## src/rtl/decode_stage.sv

```systemverilog
// RV32E decode stage: combinational decode of the fetched word into a registered
// output slot backed by a one-entry skid, so in_ready depends only on local state.
module decode_stage (
    input  logic        clock,
    input  logic        reset,
    input  logic        in_valid,
    output logic        in_ready,
    input  logic [31:0] in_instr,
    input  logic [31:0] in_pc,
    output logic        out_valid,
    input  logic        out_ready,
    output logic [31:0] out_pc,
    output logic [3:0]  out_rd,
    output logic [3:0]  out_rs1,
    output logic [3:0]  out_rs2,
    output logic [31:0] out_imm,
    output logic [2:0]  out_funct3,
    output logic [3:0]  out_alu_op,
    output logic        out_alu_src_imm,
    output logic        out_reg_write,
    output logic        out_mem_read,
    output logic        out_mem_write,
    output logic        out_branch,
    output logic        out_jal,
    output logic        out_jalr,
    output logic        out_auipc,
    output logic        out_fence,
    output logic        out_ecall,
    output logic        out_ebreak,
    output logic        out_illegal
);

    typedef struct packed {
        logic [31:0] pc;
        logic [3:0]  rd;
        logic [3:0]  rs1;
        logic [3:0]  rs2;
        logic [31:0] imm;
        logic [2:0]  funct3;
        logic [3:0]  alu_op;
        logic        src_imm;
        logic        reg_write;
        logic        mem_read;
        logic        mem_write;
        logic        branch;
        logic        jal;
        logic        jalr;
        logic        auipc;
        logic        fence;
        logic        ecall;
        logic        ebreak;
        logic        illegal;
    } pkt_t;

    localparam logic [6:0] OpLui    = 7'b0110111;
    localparam logic [6:0] OpAuipc  = 7'b0010111;
    localparam logic [6:0] OpJal    = 7'b1101111;
    localparam logic [6:0] OpJalr   = 7'b1100111;
    localparam logic [6:0] OpBranch = 7'b1100011;
    localparam logic [6:0] OpLoad   = 7'b0000011;
    localparam logic [6:0] OpStore  = 7'b0100011;
    localparam logic [6:0] OpImm    = 7'b0010011;
    localparam logic [6:0] OpReg    = 7'b0110011;
    localparam logic [6:0] OpMisc   = 7'b0001111;
    localparam logic [6:0] OpSystem = 7'b1110011;

    localparam logic [3:0] AluAdd  = 4'd0;
    localparam logic [3:0] AluSub  = 4'd1;
    localparam logic [3:0] AluSll  = 4'd2;
    localparam logic [3:0] AluSlt  = 4'd3;
    localparam logic [3:0] AluSltu = 4'd4;
    localparam logic [3:0] AluXor  = 4'd5;
    localparam logic [3:0] AluSrl  = 4'd6;
    localparam logic [3:0] AluSra  = 4'd7;
    localparam logic [3:0] AluOr   = 4'd8;
    localparam logic [3:0] AluAnd  = 4'd9;

    logic [6:0]  opcode;
    logic [6:0]  funct7;
    logic [2:0]  funct3;
    logic [31:0] imm_i, imm_s, imm_b, imm_u, imm_j;
    logic [3:0]  arith_op;
    logic        use_rd, use_rs1, use_rs2, bad;
    pkt_t        dec;

    assign opcode = in_instr[6:0];
    assign funct3 = in_instr[14:12];
    assign funct7 = in_instr[31:25];
    assign imm_i  = {{20{in_instr[31]}}, in_instr[31:20]};
    assign imm_s  = {{20{in_instr[31]}}, in_instr[31:25], in_instr[11:7]};
    assign imm_b  = {{19{in_instr[31]}}, in_instr[31], in_instr[7], in_instr[30:25],
                     in_instr[11:8], 1'b0};
    assign imm_u  = {in_instr[31:12], 12'h000};
    assign imm_j  = {{11{in_instr[31]}}, in_instr[31], in_instr[19:12], in_instr[20],
                     in_instr[30:21], 1'b0};

    // funct7[5] selects SUB only for register-register ops; ADDI has no subtract form.
    always_comb begin
        arith_op = AluAdd;
        case (funct3)
            3'd0:    arith_op = (opcode == OpReg && funct7[5]) ? AluSub : AluAdd;
            3'd1:    arith_op = AluSll;
            3'd2:    arith_op = AluSlt;
            3'd3:    arith_op = AluSltu;
            3'd4:    arith_op = AluXor;
            3'd5:    arith_op = funct7[5] ? AluSra : AluSrl;
            3'd6:    arith_op = AluOr;
            default: arith_op = AluAnd;
        endcase
    end

    always_comb begin
        dec        = '0;
        use_rd     = 1'b0;
        use_rs1    = 1'b0;
        use_rs2    = 1'b0;
        bad        = 1'b0;
        case (opcode)
            OpLui: begin
                use_rd = 1'b1; dec.imm = imm_u; dec.src_imm = 1'b1; dec.reg_write = 1'b1;
            end
            OpAuipc: begin
                use_rd = 1'b1; dec.imm = imm_u; dec.src_imm = 1'b1; dec.reg_write = 1'b1;
                dec.auipc = 1'b1;
            end
            OpJal: begin
                use_rd = 1'b1; dec.imm = imm_j; dec.jal = 1'b1; dec.reg_write = 1'b1;
            end
            OpJalr: begin
                use_rd = 1'b1; use_rs1 = 1'b1; dec.imm = imm_i; dec.src_imm = 1'b1;
                dec.jalr = 1'b1; dec.reg_write = 1'b1; bad = (funct3 != 3'd0);
            end
            OpBranch: begin
                use_rs1 = 1'b1; use_rs2 = 1'b1; dec.imm = imm_b; dec.branch = 1'b1;
                dec.alu_op = AluSub; bad = (funct3[2:1] == 2'b01);
            end
            OpLoad: begin
                use_rd = 1'b1; use_rs1 = 1'b1; dec.imm = imm_i; dec.src_imm = 1'b1;
                dec.mem_read = 1'b1; dec.reg_write = 1'b1;
                bad = (funct3 == 3'd3) || (funct3[2:1] == 2'b11);
            end
            OpStore: begin
                use_rs1 = 1'b1; use_rs2 = 1'b1; dec.imm = imm_s; dec.src_imm = 1'b1;
                dec.mem_write = 1'b1; bad = funct3[2] || (funct3[1:0] == 2'b11);
            end
            OpImm: begin
                use_rd = 1'b1; use_rs1 = 1'b1; dec.imm = imm_i; dec.src_imm = 1'b1;
                dec.reg_write = 1'b1; dec.alu_op = arith_op;
                bad = ((funct3 == 3'd1) && (funct7 != 7'h00)) ||
                      ((funct3 == 3'd5) && (funct7 != 7'h00) && (funct7 != 7'h20));
            end
            OpReg: begin
                use_rd = 1'b1; use_rs1 = 1'b1; use_rs2 = 1'b1; dec.reg_write = 1'b1;
                dec.alu_op = arith_op;
                bad = (funct7 != 7'h00) &&
                      !((funct7 == 7'h20) && ((funct3 == 3'd0) || (funct3 == 3'd5)));
            end
            OpMisc: dec.fence = 1'b1;
            OpSystem: begin
                dec.ecall  = (in_instr == 32'h0000_0073);
                dec.ebreak = (in_instr == 32'h0010_0073);
                bad        = !(dec.ecall || dec.ebreak);
            end
            // Every known opcode ends in 2'b11, so a bad low pair also lands here.
            default: bad = 1'b1;
        endcase
        if ((use_rd && in_instr[11]) || (use_rs1 && in_instr[19]) ||
            (use_rs2 && in_instr[24])) begin
            bad = 1'b1;
        end
        dec.rd  = use_rd  ? in_instr[10:7]  : 4'd0;
        dec.rs1 = use_rs1 ? in_instr[18:15] : 4'd0;
        dec.rs2 = use_rs2 ? in_instr[23:20] : 4'd0;
        if (bad) begin
            dec         = '0;
            dec.illegal = 1'b1;
        end
        dec.pc     = in_pc;
        dec.funct3 = funct3;
    end

    logic out_valid_d, out_valid_q, skid_valid_d, skid_valid_q;
    pkt_t out_d, out_q, skid_d, skid_q;
    logic accept, advance;

    assign in_ready = !skid_valid_q;
    assign accept   = in_valid && in_ready;
    assign advance  = !out_valid_q || out_ready;

    always_comb begin
        out_valid_d  = out_valid_q;
        out_d        = out_q;
        skid_valid_d = skid_valid_q;
        skid_d       = skid_q;
        if (advance) begin
            if (skid_valid_q) begin
                out_d        = skid_q;
                out_valid_d  = 1'b1;
                skid_valid_d = 1'b0;
            end else if (accept) begin
                out_d       = dec;
                out_valid_d = 1'b1;
            end else begin
                out_valid_d = 1'b0;
            end
        end else if (accept) begin
            skid_d       = dec;
            skid_valid_d = 1'b1;
        end
    end

    always_ff @(posedge clock or posedge reset) begin
        if (reset) begin
            out_valid_q  <= 1'b0;
            out_q        <= '0;
            skid_valid_q <= 1'b0;
            skid_q       <= '0;
        end else begin
            out_valid_q  <= out_valid_d;
            out_q        <= out_d;
            skid_valid_q <= skid_valid_d;
            skid_q       <= skid_d;
        end
    end

    assign out_valid       = out_valid_q;
    assign out_pc          = out_q.pc;
    assign out_rd          = out_q.rd;
    assign out_rs1         = out_q.rs1;
    assign out_rs2         = out_q.rs2;
    assign out_imm         = out_q.imm;
    assign out_funct3      = out_q.funct3;
    assign out_alu_op      = out_q.alu_op;
    assign out_alu_src_imm = out_q.src_imm;
    assign out_reg_write   = out_q.reg_write;
    assign out_mem_read    = out_q.mem_read;
    assign out_mem_write   = out_q.mem_write;
    assign out_branch      = out_q.branch;
    assign out_jal         = out_q.jal;
    assign out_jalr        = out_q.jalr;
    assign out_auipc       = out_q.auipc;
    assign out_fence       = out_q.fence;
    assign out_ecall       = out_q.ecall;
    assign out_ebreak      = out_q.ebreak;
    assign out_illegal     = out_q.illegal;

endmodule
```

## config.mk

```make
export PLATFORM = sky130hd
export DESIGN_NAME = decode_stage
export DESIGN_NICKNAME = d
export VERILOG_FILES = /design/src/rtl/decode_stage.sv
export SDC_FILE = /design/constraint.sdc
export NUM_CORES = 1
export LEC_CHECK = 0
export ABC_AREA = 1
export CORE_MARGIN = 8
export CORE_UTILIZATION = 48
export CTS_CLUSTER_DIAMETER = 120
export DETAILED_ROUTE_END_ITERATION = 10
export GPL_ROUTABILITY_DRIVEN = 0
export PLACE_DENSITY = 0.76
export SETUP_SLACK_MARGIN = 0.02
export SYNTH_ARGS = -nofsm -noshare
export SYNTH_HDL_FRONTEND = slang
export SYNTH_SLANG_ARGS = --single-unit
```

## constraint.sdc

```tcl
create_clock -name clock -period 6.3 [get_ports clock]
set_clock_uncertainty 0.1 [all_clocks]
set_input_delay 0.945 -clock clock [delete_from_list [all_inputs] [get_ports clock]]
set_output_delay 0.945 -clock clock [all_outputs]
set_load 0.03 [all_outputs]
```

==> results.ini <==
[status]
status = completed

[drt]
drc = 0
drt_iter0_drc = 847
drt-pass1-iter-count = 6
ant_nets = 0
wl_per_cell_um = 15.6
via_per_inst = 5.20
routed_wl_mm = 25.8
vias = 8577

[critical_path]
cpMaxStageDelayCell = dfrtp_1
path_cells = buf_4 > inv_4 > nand3_4 > clkinv_1 > o21ai_0
cp_top_family = buffers and inverters
crit_arrival_ps = 4290
path_class = reg -> reg
cp_max_fo = 42
critPathBufInv = 3
crit_path_end_kind = register
startpoint_type = register
crit_required_ps = 6510
slowest_delay_ps = 1130

[sta]
fin_tns_setup_ps = 0
fin_crit_ps = 4080
rsz0062_at_grt = false
worst_slew_pin_slew_ps = 1260
max_slew_margin_pct = 15.4
fmax_ghz = 0.245
fin_crit_sh_pct = 64.8
slew_violations = 0
hold_viol_final = 0
setup_viol = 0
timing.hold.ws_ps = 377

[synth]
syn_avg_cell_area_um2 = 7.56
synth.area.mux_share_pct = 0
synthCells = 1258
synth_top_family_by_area = simple AND/OR/NAND/NOR gates
yosys_warnings = 0
synth_area_um2 = 9510
synth_fa_ha_area_share_pct = 0
ys_ff_latch = 192
synth_cell_type_count = 33
synth_compound_area_share_pct = 7.81
synthFlopType = dfrtp_1
netlist.area_leader.share_pct = 50.5
synth-edff-count = 0
yosys.area.top_type = dfrtp_1
async_flop_share_pct = 100
syn-num-nets = 1326
synth_simple_gate_area_share_pct = 35.8
synth_xor_area_share_pct = 0
synth_top_cells_by_area = dfrtp_1, nand2_1, nor2_1
yosysSeqAreaShare_pct = 50.5

[floorplanning]
die_h_um = 157
die_area_um2 = 24600
io_pins = 165
num_rows = 51
initial_core_util_pct = 48.9
die_x_um = 157
core_area_um2 = 19500

[power_and_ir_drop]
vdd_drop_max_uv = 198
power.density_nw_per_um2 = 285
power_frac_clock_pct = 32.0
seqPwrFrac_pct = 43.5
p_sw_uw = 1100
p_comb_share_pct = 24.5
fin_total_pwr_uw = 3360
sw_frac_of_total_pct = 32.9
p_leak_uw = 0.00586
intPower_uw = 2260

[global_route]
grt_pass1_vias = 7976
track_usage_pct = 21.2
grt_max_degree = 141
antenna_found_initial = 2
grt_pass1_wl_mm = 41.9
grt_overflow = 0

[final_layout]
area_growth_pct = 24.0
drive_gt1_share_pct = 7.16
nets = 1439
post-route-util_pct = 60.6

[cts]
clock_latency_ps = 430
tritoncts = yes
cts.clk_slew.worst_paths_ps = 70
numClockSinks = 192
clk_path_buf_depth = 2
cts-buffers-inserted = 17
ctsResizeCount = 0
cts-root-buf = clkbuf_16
ctsHtreeMaxLevel = 4
cts_setup_buffers = 0
cts_hold_buf = 0

[worst_hold_path]
hold_class = reg -> reg

[flow_run]
timing.max_cap.violations = 0

[placement]
io_buffers = 164
hpwlAfterDp_mm = 17.3

==> tightest hold or removal path, stage by stage (launching register included) <==
cell     delay, ps
dfrtp_1        340
nand2_1         50
nand2_1         50
==> through the flow <==
stage / area (um^2) / std cells / setup slack, ps
floorplan: 9510 / 1258 / 27.8
global placement: 11200 / 1617 / 2220
detailed placement: 11200 / 1617 / 2040
CTS: 11800 / 1648 / 2230
global route: 11800 / 1650 / 2010
finish: 11800 / 1650 / 2220
==> registers in the layout, summed over array words and instances (netlist names), 3 cells and up <==
register	cells
out_pc	32
out_imm	32
out_rs2	4
out_alu_op	4
skid_q	95
out_funct3	3
out_rd	4
out_rs1	4
==> final timing paths <==
kind                                                end  cells after the start                startpoint  slack, ps
worst max-delay path              skid_q[0]$_DFFE_PP0P_                      5  skid_valid_q$_DFFE_PP0P_       2220
worst min-delay path             out_rs1[3]$_DFFE_PP0P_                      2    out_rs1[3]$_DFFE_PP0P_        380
worst max register to register    skid_q[0]$_DFFE_PP0P_                      5  skid_valid_q$_DFFE_PP0P_       2220
worst min register to register   out_rs1[3]$_DFFE_PP0P_                      2    out_rs1[3]$_DFFE_PP0P_        380
max in group asynchronous       out_imm[20]$_DFFE_PP0P_                      3                     reset       3840
min in group asynchronous        skid_q[63]$_DFFE_PP0P_                      2                     reset        990
==> cells by family after synthesis <==
| group | count (synthesis) |
|---|---|
| AO/OA/AOI/OAI | 134 |
| buffers and inverters | 125 |
| flip-flops | 192 |
| AND/OR/NAND/NOR | 807 |
==> power groups by stage <==
stage	logic [uW]	clock network [uW]	registers, uW
floorplan	306	0	1660
global placement	817	0	1480
detailed placement	829	0	1480
CTS	832	1100	1460
global route	896	1150	1480
finish	824	1070	1460
==> routing by layer <==
metal	vias to the layer above	GRT usage, %	wire [um]
li1	4215	-	-
met5	-	0	0
met2	339	32.1	11700
met4	0	7.28	534
met3	38	5.24	2230
met1	3985	29.2	11300
==> cell type report <==
class,count,area (um^2)
Timing Repair Buffer,172,1700
Clock inverter,13,144
Sequential cell,192,4800
Tap cell,265,332
Multi-Input combinational cell,941,4170
Fill cell,1703,7670
Clock buffer,18,439
Antenna cell,2,5.00
Inverter,47,190
==> cells in the final DEF, fill, tap and decap left out, types with 4 or more instances in the layout <==
| master | Yosys | routed |
|---|---|---|
| nand3b_1 | 10 | 10 |
| a21oi_1 | 14 | 14 |
| o21ai_1 | 38 | 38 |
| nand2_1 | 516 | 516 |
| nand4_1 | 7 | 7 |
| nand2_4 | 4 | 4 |
| nand3_1 | 31 | 30 |
| inv_2 | 9 | 7 |
| clkbuf_16 | 0 | 17 |
| nor2_1 | 192 | 191 |
| o22ai_1 | 16 | 16 |
| a31oi_1 | 35 | 35 |
| buf_4 | 2 | 8 |
| nand3_2 | 32 | 32 |
| nand2_2 | 5 | 5 |
| o21ai_0 | 28 | 28 |
| dfrtp_1 | 192 | 192 |
| inv_1 | 36 | 35 |
| clkdlybuf4s50_1 | 0 | 164 |
| inv_6 | 0 | 7 |
==> synthesized netlist by cell type, types with 2 or more instances <==
| cell type | instances |
|---|---|
| buf_8 | 3 |
| clkbuf_1 | 54 |
| nand3b_1 | 10 |
| buf_1 | 7 |
| dfrtp_1 | 192 |
| nand3_1 | 31 |
| buf_4 | 2 |
| nor2_2 | 3 |
| o21ai_0 | 28 |
| nand2_2 | 5 |
| buf_6 | 5 |
| inv_2 | 9 |
| buf_2 | 7 |
| nand2_1 | 516 |
| nor2_4 | 2 |
| nand4_1 | 7 |
| a21oi_1 | 14 |
| nand2_4 | 4 |
| nor3_1 | 2 |
| nand3_2 | 32 |
| a31oi_1 | 35 |
| inv_1 | 36 |
| nor2_1 | 192 |
| o22ai_1 | 16 |
| o21ai_1 | 38 |
(Power assumes the default switching activity.)
